==> src/rtl/cache_arbiter_pkg.sv <==
// Shared types for the two-port cache arbiter: FSM states, owner encoding and
// the latched request record presented to the cache.
package cache_arbiter_pkg;

  typedef enum logic [1:0] {
    Idle    = 2'd0,
    Setup   = 2'd1,
    Access  = 2'd2,
    Release = 2'd3
  } state_e;

  localparam logic OWNER_INSTRUCTION = 1'b0;
  localparam logic OWNER_DATA        = 1'b1;

  typedef struct packed {
    logic [31:0] address;
    logic [31:0] data;
    logic [3:0]  we;
  } req_t;

  // Round-robin pick: a tie goes to the port that was not served last.
  function automatic logic rr_pick(input logic i_req, input logic d_req,
                                   input logic last_owner);
    return (i_req && d_req) ? ~last_owner : d_req;
  endfunction

endpackage

==> src/rtl/cache_arbiter.sv <==
// Shares one cache between the instruction-fetch and data ports. Every access
// runs Idle -> Setup -> Access -> Release from a latched request register.
module cache_arbiter
  import cache_arbiter_pkg::*;
(
  input  logic        clk,
  input  logic        rst_n,
  input  logic        i_enable,
  input  logic [31:0] i_address,
  output logic [31:0] i_data_out,
  output logic        i_data_out_ready,
  output logic        i_busy,
  input  logic        d_enable,
  input  logic [31:0] d_address,
  input  logic [31:0] d_data_in,
  input  logic [3:0]  d_write_enable,
  output logic [31:0] d_data_out,
  output logic        d_data_out_ready,
  output logic        d_busy,
  output logic        cache_enable,
  output logic [31:0] cache_address,
  output logic [31:0] cache_data_in,
  output logic [3:0]  cache_write_enable,
  input  logic [31:0] cache_data_out,
  input  logic        cache_data_out_ready,
  input  logic        cache_busy
);

  state_e state;
  req_t   req;
  logic   owner;
  logic   last_owner;
  logic   dropped;

  logic   grant_any;
  logic   grant_owner;
  logic   owner_en;
  logic   served;
  logic   i_served;
  logic   d_served;

  always_comb begin
    grant_any   = i_enable | d_enable;
    grant_owner = rr_pick(i_enable, d_enable, last_owner);
  end

  always_ff @(posedge clk or negedge rst_n) begin
    if (!rst_n) begin
      state      <= Idle;
      req        <= '0;
      owner      <= OWNER_INSTRUCTION;
      last_owner <= OWNER_DATA;
      dropped    <= 1'b0;
    end else begin
      case (state)
        Idle: begin
          if (grant_any) begin
            owner   <= grant_owner;
            dropped <= 1'b0;
            if (grant_owner == OWNER_DATA)
              req <= '{address: d_address, data: d_data_in, we: d_write_enable};
            else
              req <= '{address: i_address, data: 32'h0, we: 4'h0};
            state   <= Setup;
          end
        end
        Setup: state <= Access;
        Access: begin
          // A line fill or eviction must run to completion even if the owner
          // walks away; remember that so its result is never delivered.
          if (!owner_en) dropped <= 1'b1;
          if (!cache_busy) begin
            last_owner <= owner;
            state      <= Release;
          end
        end
        Release: state <= Idle;
        default: state <= Idle;
      endcase
    end
  end

  always_comb begin
    cache_enable       = (state == Access);
    cache_address      = req.address;
    cache_data_in      = req.data;
    cache_write_enable = cache_enable ? req.we : 4'h0;
  end

  always_comb begin
    owner_en = (owner == OWNER_DATA) ? d_enable : i_enable;
    served   = cache_enable && owner_en && !dropped;
    i_served = served && (owner == OWNER_INSTRUCTION);
    d_served = served && (owner == OWNER_DATA);

    i_busy           = i_served ? cache_busy : i_enable;
    i_data_out_ready = i_served & cache_data_out_ready;
    i_data_out       = cache_data_out;

    d_busy           = d_served ? cache_busy : d_enable;
    d_data_out_ready = d_served & cache_data_out_ready;
    d_data_out       = cache_data_out;
  end

endmodule

==> config.mk <==
export PLATFORM = sky130hd
export DESIGN_NAME = cache_arbiter
export DESIGN_NICKNAME = d
export VERILOG_FILES = /design/src/rtl/cache_arbiter_pkg.sv /design/src/rtl/cache_arbiter.sv
export SDC_FILE = /design/constraint.sdc
export NUM_CORES = 1
export LEC_CHECK = 0
export ABC_CLOCK_PERIOD_IN_PS = 1710
export CORE_MARGIN = 4
export CORE_UTILIZATION = 36
export DETAILED_ROUTE_END_ITERATION = 8
export GPL_ROUTABILITY_DRIVEN = 0
export PLACE_DENSITY_LB_ADDON = 0.2
export RECOVER_POWER = 25
export SETUP_SLACK_MARGIN = 0.5
export SYNTH_ARGS = -nofsm -noshare
export SYNTH_HDL_FRONTEND = slang
export SYNTH_SLANG_ARGS = --single-unit
==> constraint.sdc <==
create_clock -name clk -period 1.71 [get_ports clk]
set_input_delay 0.171 -clock clk [delete_from_list [all_inputs] [get_ports clk]]
set_output_delay 0.171 -clock clk [all_outputs]
set_load 0.01 [all_outputs]
; ---- Word level (Yosys, flattened, before mapping)
; Cells that the tools add are included.
[word_totals]
regBits = 73
in_bits = 138
output_inout_bits = 137
elab_cells = 43
[op_classes]
n_eq_ne = 6
mux = 12
bitwise = 6
n_reduce_logical = 12
[op_table]
columns = op, n
row1 = $mux 68, 1
row2 = $pmux 2 s4, 1
row3 = $mux 1, 6
row4 = $ne 2x2->1 const B, 3
row5 = $reduce_and 2->1, 3
row6 = $logic_and 1x1->1, 5
row7 = $eq 2x2->1 const B, 2
row8 = $mux 2, 2
row9 = $mux 4, 1
row10 = $not 1->1, 3
row11 = $reduce_and 3->1, 1
row12 = $and 1x1->1, 2
row13 = $eq 2x1->1 const B, 1
row14 = $logic_not 2->1, 1
row15 = $pmux 1 s2, 1
row16 = $reduce_bool 2->1, 1
row17 = $logic_not 1->1, 1
row18 = $or 1x1->1, 1

; ---- Logic depth before layout (Yosys ltp)
; Gate-level depths: netlist of run 1.
[depth]
word_depth = 5
ltp_mapped = 7
depth_no_buf = 5

; ---- Worst setup path before layout of run 1
; OpenSTA, ideal clock, no wires.
[synth_timing]
kind = reg-to-reg
start = register state[0]
end = register state[1]
setup_ns = 0.125
arrival_time_ns = 1.352
required_time_ns = 1.585
path_slack_ns = 0.233
stages_incl_launch_ff = 6
n_path_buf = 1
synth_period_minus_slack_ns = 1.477
path_cell_list = dfrtp_1 > inv_1 > ha_1 > clkbuf_1 > a22oi_1 > mux2_2
[synth_via]
elab_chain_cells = 3
word_cells_on_any_way = 8
cone_classes = eq/ne (5) / mux (1) / reduce/logical (2)
[synth_lines]
columns = item, line
row1 = start: declaration, cache_arbiter.sv:29  ; state_e state;
row2 = start signal: assignment, cache_arbiter.sv:49  ; state <= Idle;
row3 = start signal: assignment, cache_arbiter.sv:64  ; state <= Setup;
row4 = start signal: assignment, cache_arbiter.sv:67  ; Setup: state <= Access;
row5 = $eq 2x2->1 *, -
row6 = via cache_enable, cache_arbiter.sv:20  ; output logic cache_enable,
row7 = $ne 2x2->1 (no source line), -
row8 = $reduce_and 2->1 (no source line), -
; The timed path passes the listed nets; every way through them passes the cells marked *.
; A chain may end at the register's enable or synchronous reset.

; ---- Worst setup path after layout of run 1
[layout_timing]
start = register state[1]
end = output i_busy
[layout_via]
elab_chain_cells = 5
[layout_lines]
columns = item, line
row1 = $eq 2x2->1, cache_arbiter.sv:84  ; cache_enable = (state == Access);
row2 = $logic_and 1x1->1 (2 in a row), cache_arbiter.sv:92  ; served = cache_enable && owner_en && !dropped;
row3 = $logic_and 1x1->1, cache_arbiter.sv:93  ; i_served = served && (owner == OWNER_INSTRUCTION);
row4 = $mux 1, cache_arbiter.sv:96  ; i_busy = i_served ? cache_busy : i_enable;
row5 = end: declaration, cache_arbiter.sv:12  ; output logic i_busy,
; No other way between the ends.

==> flow_summary.ini, run 1 <==
[synth]
yosysUniqueCellTypes = 27
yosys_register_bits = 73
ys_warn_count = 0
synth_fp_nets = 558
synth.avg_cell_area_um2 = 9.623
synthesis.area_um2 = 4023
yosysSeqAreaShare = 0.4544
synth-edff-count = 0
synth_cells = 418
ys.flop_type = dfrtp_1
async_flop_share = 1.000

[critical_path]
worstPathArrival_ns = 1.37
path_class = flip-flop to output port
cp_slowest_stage_delay_ns = 0.43
end_kind = output port
cp_cell_sequence = ha_4, nor2b_4, a21boi_1, buf_2
path_buf_inv = 1
crit_path_start_kind = flip-flop
cp_max_fo = 5
cp_slowest_cell = dfrtp_1
critPathRequiredTime_ns = 1.54
cp_top_family = flip-flops

[placed_design]
port_buffers = 178
dp_cells = 598
dpl.hpwl_mm = 6.695

[job]
maxCapViolations = 0

[die]
die_y_um = 113.7
boundaryPins = 275
dieArea_um2 = 12930
die_w_um = 113.7
rows = 38
initial_core_util = 0.3695
core_um2 = 10890

[sta]
max_freq_mhz = 650.9
rsz0062_at_grt = yes
relSlewSlack = 0.7330
clock_skew_ns = 0.004359
tightest_slew_ns = 0.4004
period_needed_ns = 1.536
timing.final.max_slew_violations = 0
finalCritPeriodShare = 0.8985
setup_viol = 0
hold_viol = 0
tns_ns = 0

[clocking]
cts_sinks = 73
cts-root-buf = clkbuf_8
clk_pin_slew_ns = 0.08
htreeDepth = 3
cts_buffer_depth = 2
cts_tree = done
numCtsBuffers = 9
clk-insertion-delay-late_ns = 0.34

[grt]
grt_pass1_vias = 3188
grt_antenna_before_repair = 0
overflow = 0
grt_usage = 0.1598
grt_pass1_wl_mm = 16.30
grt_start_max_net_pins = 40

[cells_and_area]
layout_common_cells = clkdlybuf4s50_1, dfrtp_1, clkdlybuf4s15_1
drive_gt1_frac = 0.3041
nNetsFinal = 648
ff_latch_area_um2 = 1828
finalNonFillerCells = 653
num_antenna_cells = 0
final_common_cell = clkdlybuf4s50_1
multi_input_area_um2 = 1543
area_delta_synth_final_pct = 55.43
nFillCells = 940

[routing]
dr.pass1.iters = 5
drtAntennaViolNets = 0
routed_wl_mm = 11.87
drc = 0
vias_per_cell = 4.885
initialDrtViolationCount = 141
vias = 3190
wl_per_cell_um = 18.18

[outcome]
run_status = complete, no violations

[pwr]
power_mw = 10.77
p_leak_nw = 2.688
power_density_nw_per_um2 = 1723
irDropWorstVdd_mv = 0.8601

[hold_path]
hp-class = primary input to flip-flop
==> report_power, final <==
group	internal (mW)	leakage (nW)	switching, mW
Combinational	3.45	1.69	2.67
Sequential	2.60	0.884	0.518
Clock	0.897	0.115	0.640
Total	6.94	2.69	3.83
==> cells in the mapped netlist, drive strengths merged (2+ instances only) <==
| cell type | instances | share of area |
|---|---|---|
| nor2 | 34 | 0.032 |
| a22o | 36 | 0.078 |
| a21oi | 64 | 0.080 |
| nand2 | 32 | 0.030 |
| ha | 2 | 0.0062 |
| dfrtp | 72 | 0.45 |
| clkbuf | 9 | 0.0084 |
| inv | 2 | 0.0019 |
| nor2b | 3 | 0.0047 |
| mux2 | 2 | 0.0056 |
| o21ai | 3 | 0.0047 |
| buf | 141 | 0.26 |
| a21boi | 4 | 0.0084 |
| and2 | 5 | 0.0078 |
| and4 | 2 | 0.0044 |
==> per-stage QoR <==
step / util / worst slack [ns] / hold WS, ns / area [um2]
final: 0.5742 / 0.1736 / 0.3049 / 6252
after detailed placement: 0.4670 / -0.07125 / 0.1932 / 5085
after floorplan: - / 0.3601 / -0.1246 / 4081
after global placement: 0.4670 / -0.02910 / 0.1907 / 5085
after global routing: 0.5742 / 0.1276 / 0.3391 / 6252
after CTS: 0.5120 / 0.1578 / 0.3421 / 5574
==> kinds of logic (layout without fill, tap and decap cells) <==
family / after synthesis / count (layout) / share of synthesized area
compound gates: 113 / 114 / 0.1838
fa+ha+maj: 2 / 2 / 0.006220
buf+inv: 152 / 246 / 0.2715
flops: 73 / 73 / 0.4544
mux: 2 / 2 / 0.005598
simple gates: 76 / 76 / 0.07838
==> routing by layer <==
metal,GRT usage,part of all wire,vias to the layer above
met5,0,0,-
met4,0.04407,0.019,0
met3,0.06260,0.093,25
met2,0.2513,0.46,168
met1,0.2053,0.42,1536
li1,-,-,1461
==> final timing paths <==
kind | start | cells past startpoint | slack, ns | end
worst max-delay path | state[1] | 4 | 0.17 | i_busy
worst min-delay path | d_enable | 3 | 0.30 | dropped
worst max register to register | state[1] | 7 | 0.18 | cache_data_in[3]
worst min register to register | cache_data_in[6] | 1 | 0.51 | cache_data_in[6]
max in group asynchronous | rst_n | 3 | 0.78 | cache_data_in[28]
min in group asynchronous | rst_n | 2 | 0.31 | cache_address[20]
==> flip-flops by register name (all words and copies together), names as in the netlist <==
signal	count
cache_address	32
state	2
dropped	1
owner	1
last_owner	1
req	4
cache_data_in	32
==> repair_timing <==
item	4_1_cts	5_1_grt
gates cloned	6	8
endpoints found under the setup margin	145	151
hold buffers	1	0
setup buffers	12	12
pin swaps	5	69
gates resized for setup	150	134
endpoints found under the hold margin	36	0
==> worst register-to-register path: stages, from the launching register on <==
cell     delay [ns]
dfrtp_1        0.43
buf_6          0.14
inv_4          0.05
ha_4           0.18
o21ai_4        0.12
buf_6          0.15
buf_16         0.13
a22o_1         0.22
==> layout make-up <==
| type | count | area share |
|---|---|---|
| clock buffer | 11 | 0.02421 |
| clock inverter | 5 | 0.01241 |
| inverter | 2 | 0.001601 |
| multi-input combinational | 194 | 0.2467 |
| sequential | 73 | 0.2924 |
| tap | 140 | 0.02802 |
| timing repair buffer | 228 | 0.3946 |
Power figures use the tool's default switching activity.
==> run 2, diff against run 1 <==
ABC_CLOCK_PERIOD_IN_PS = default   (was 1710)
SLEW_MARGIN = 25   (was default)
==> results of run 2 <==
Same layout as run 1: the final DEF is identical, and so are final timing and power.
==> run 3, diff against run 2 <==
CAP_MARGIN = 20   (was default)
==> results of run 3 <==
Same layout as run 1: the final DEF is identical, and so are final timing and power.
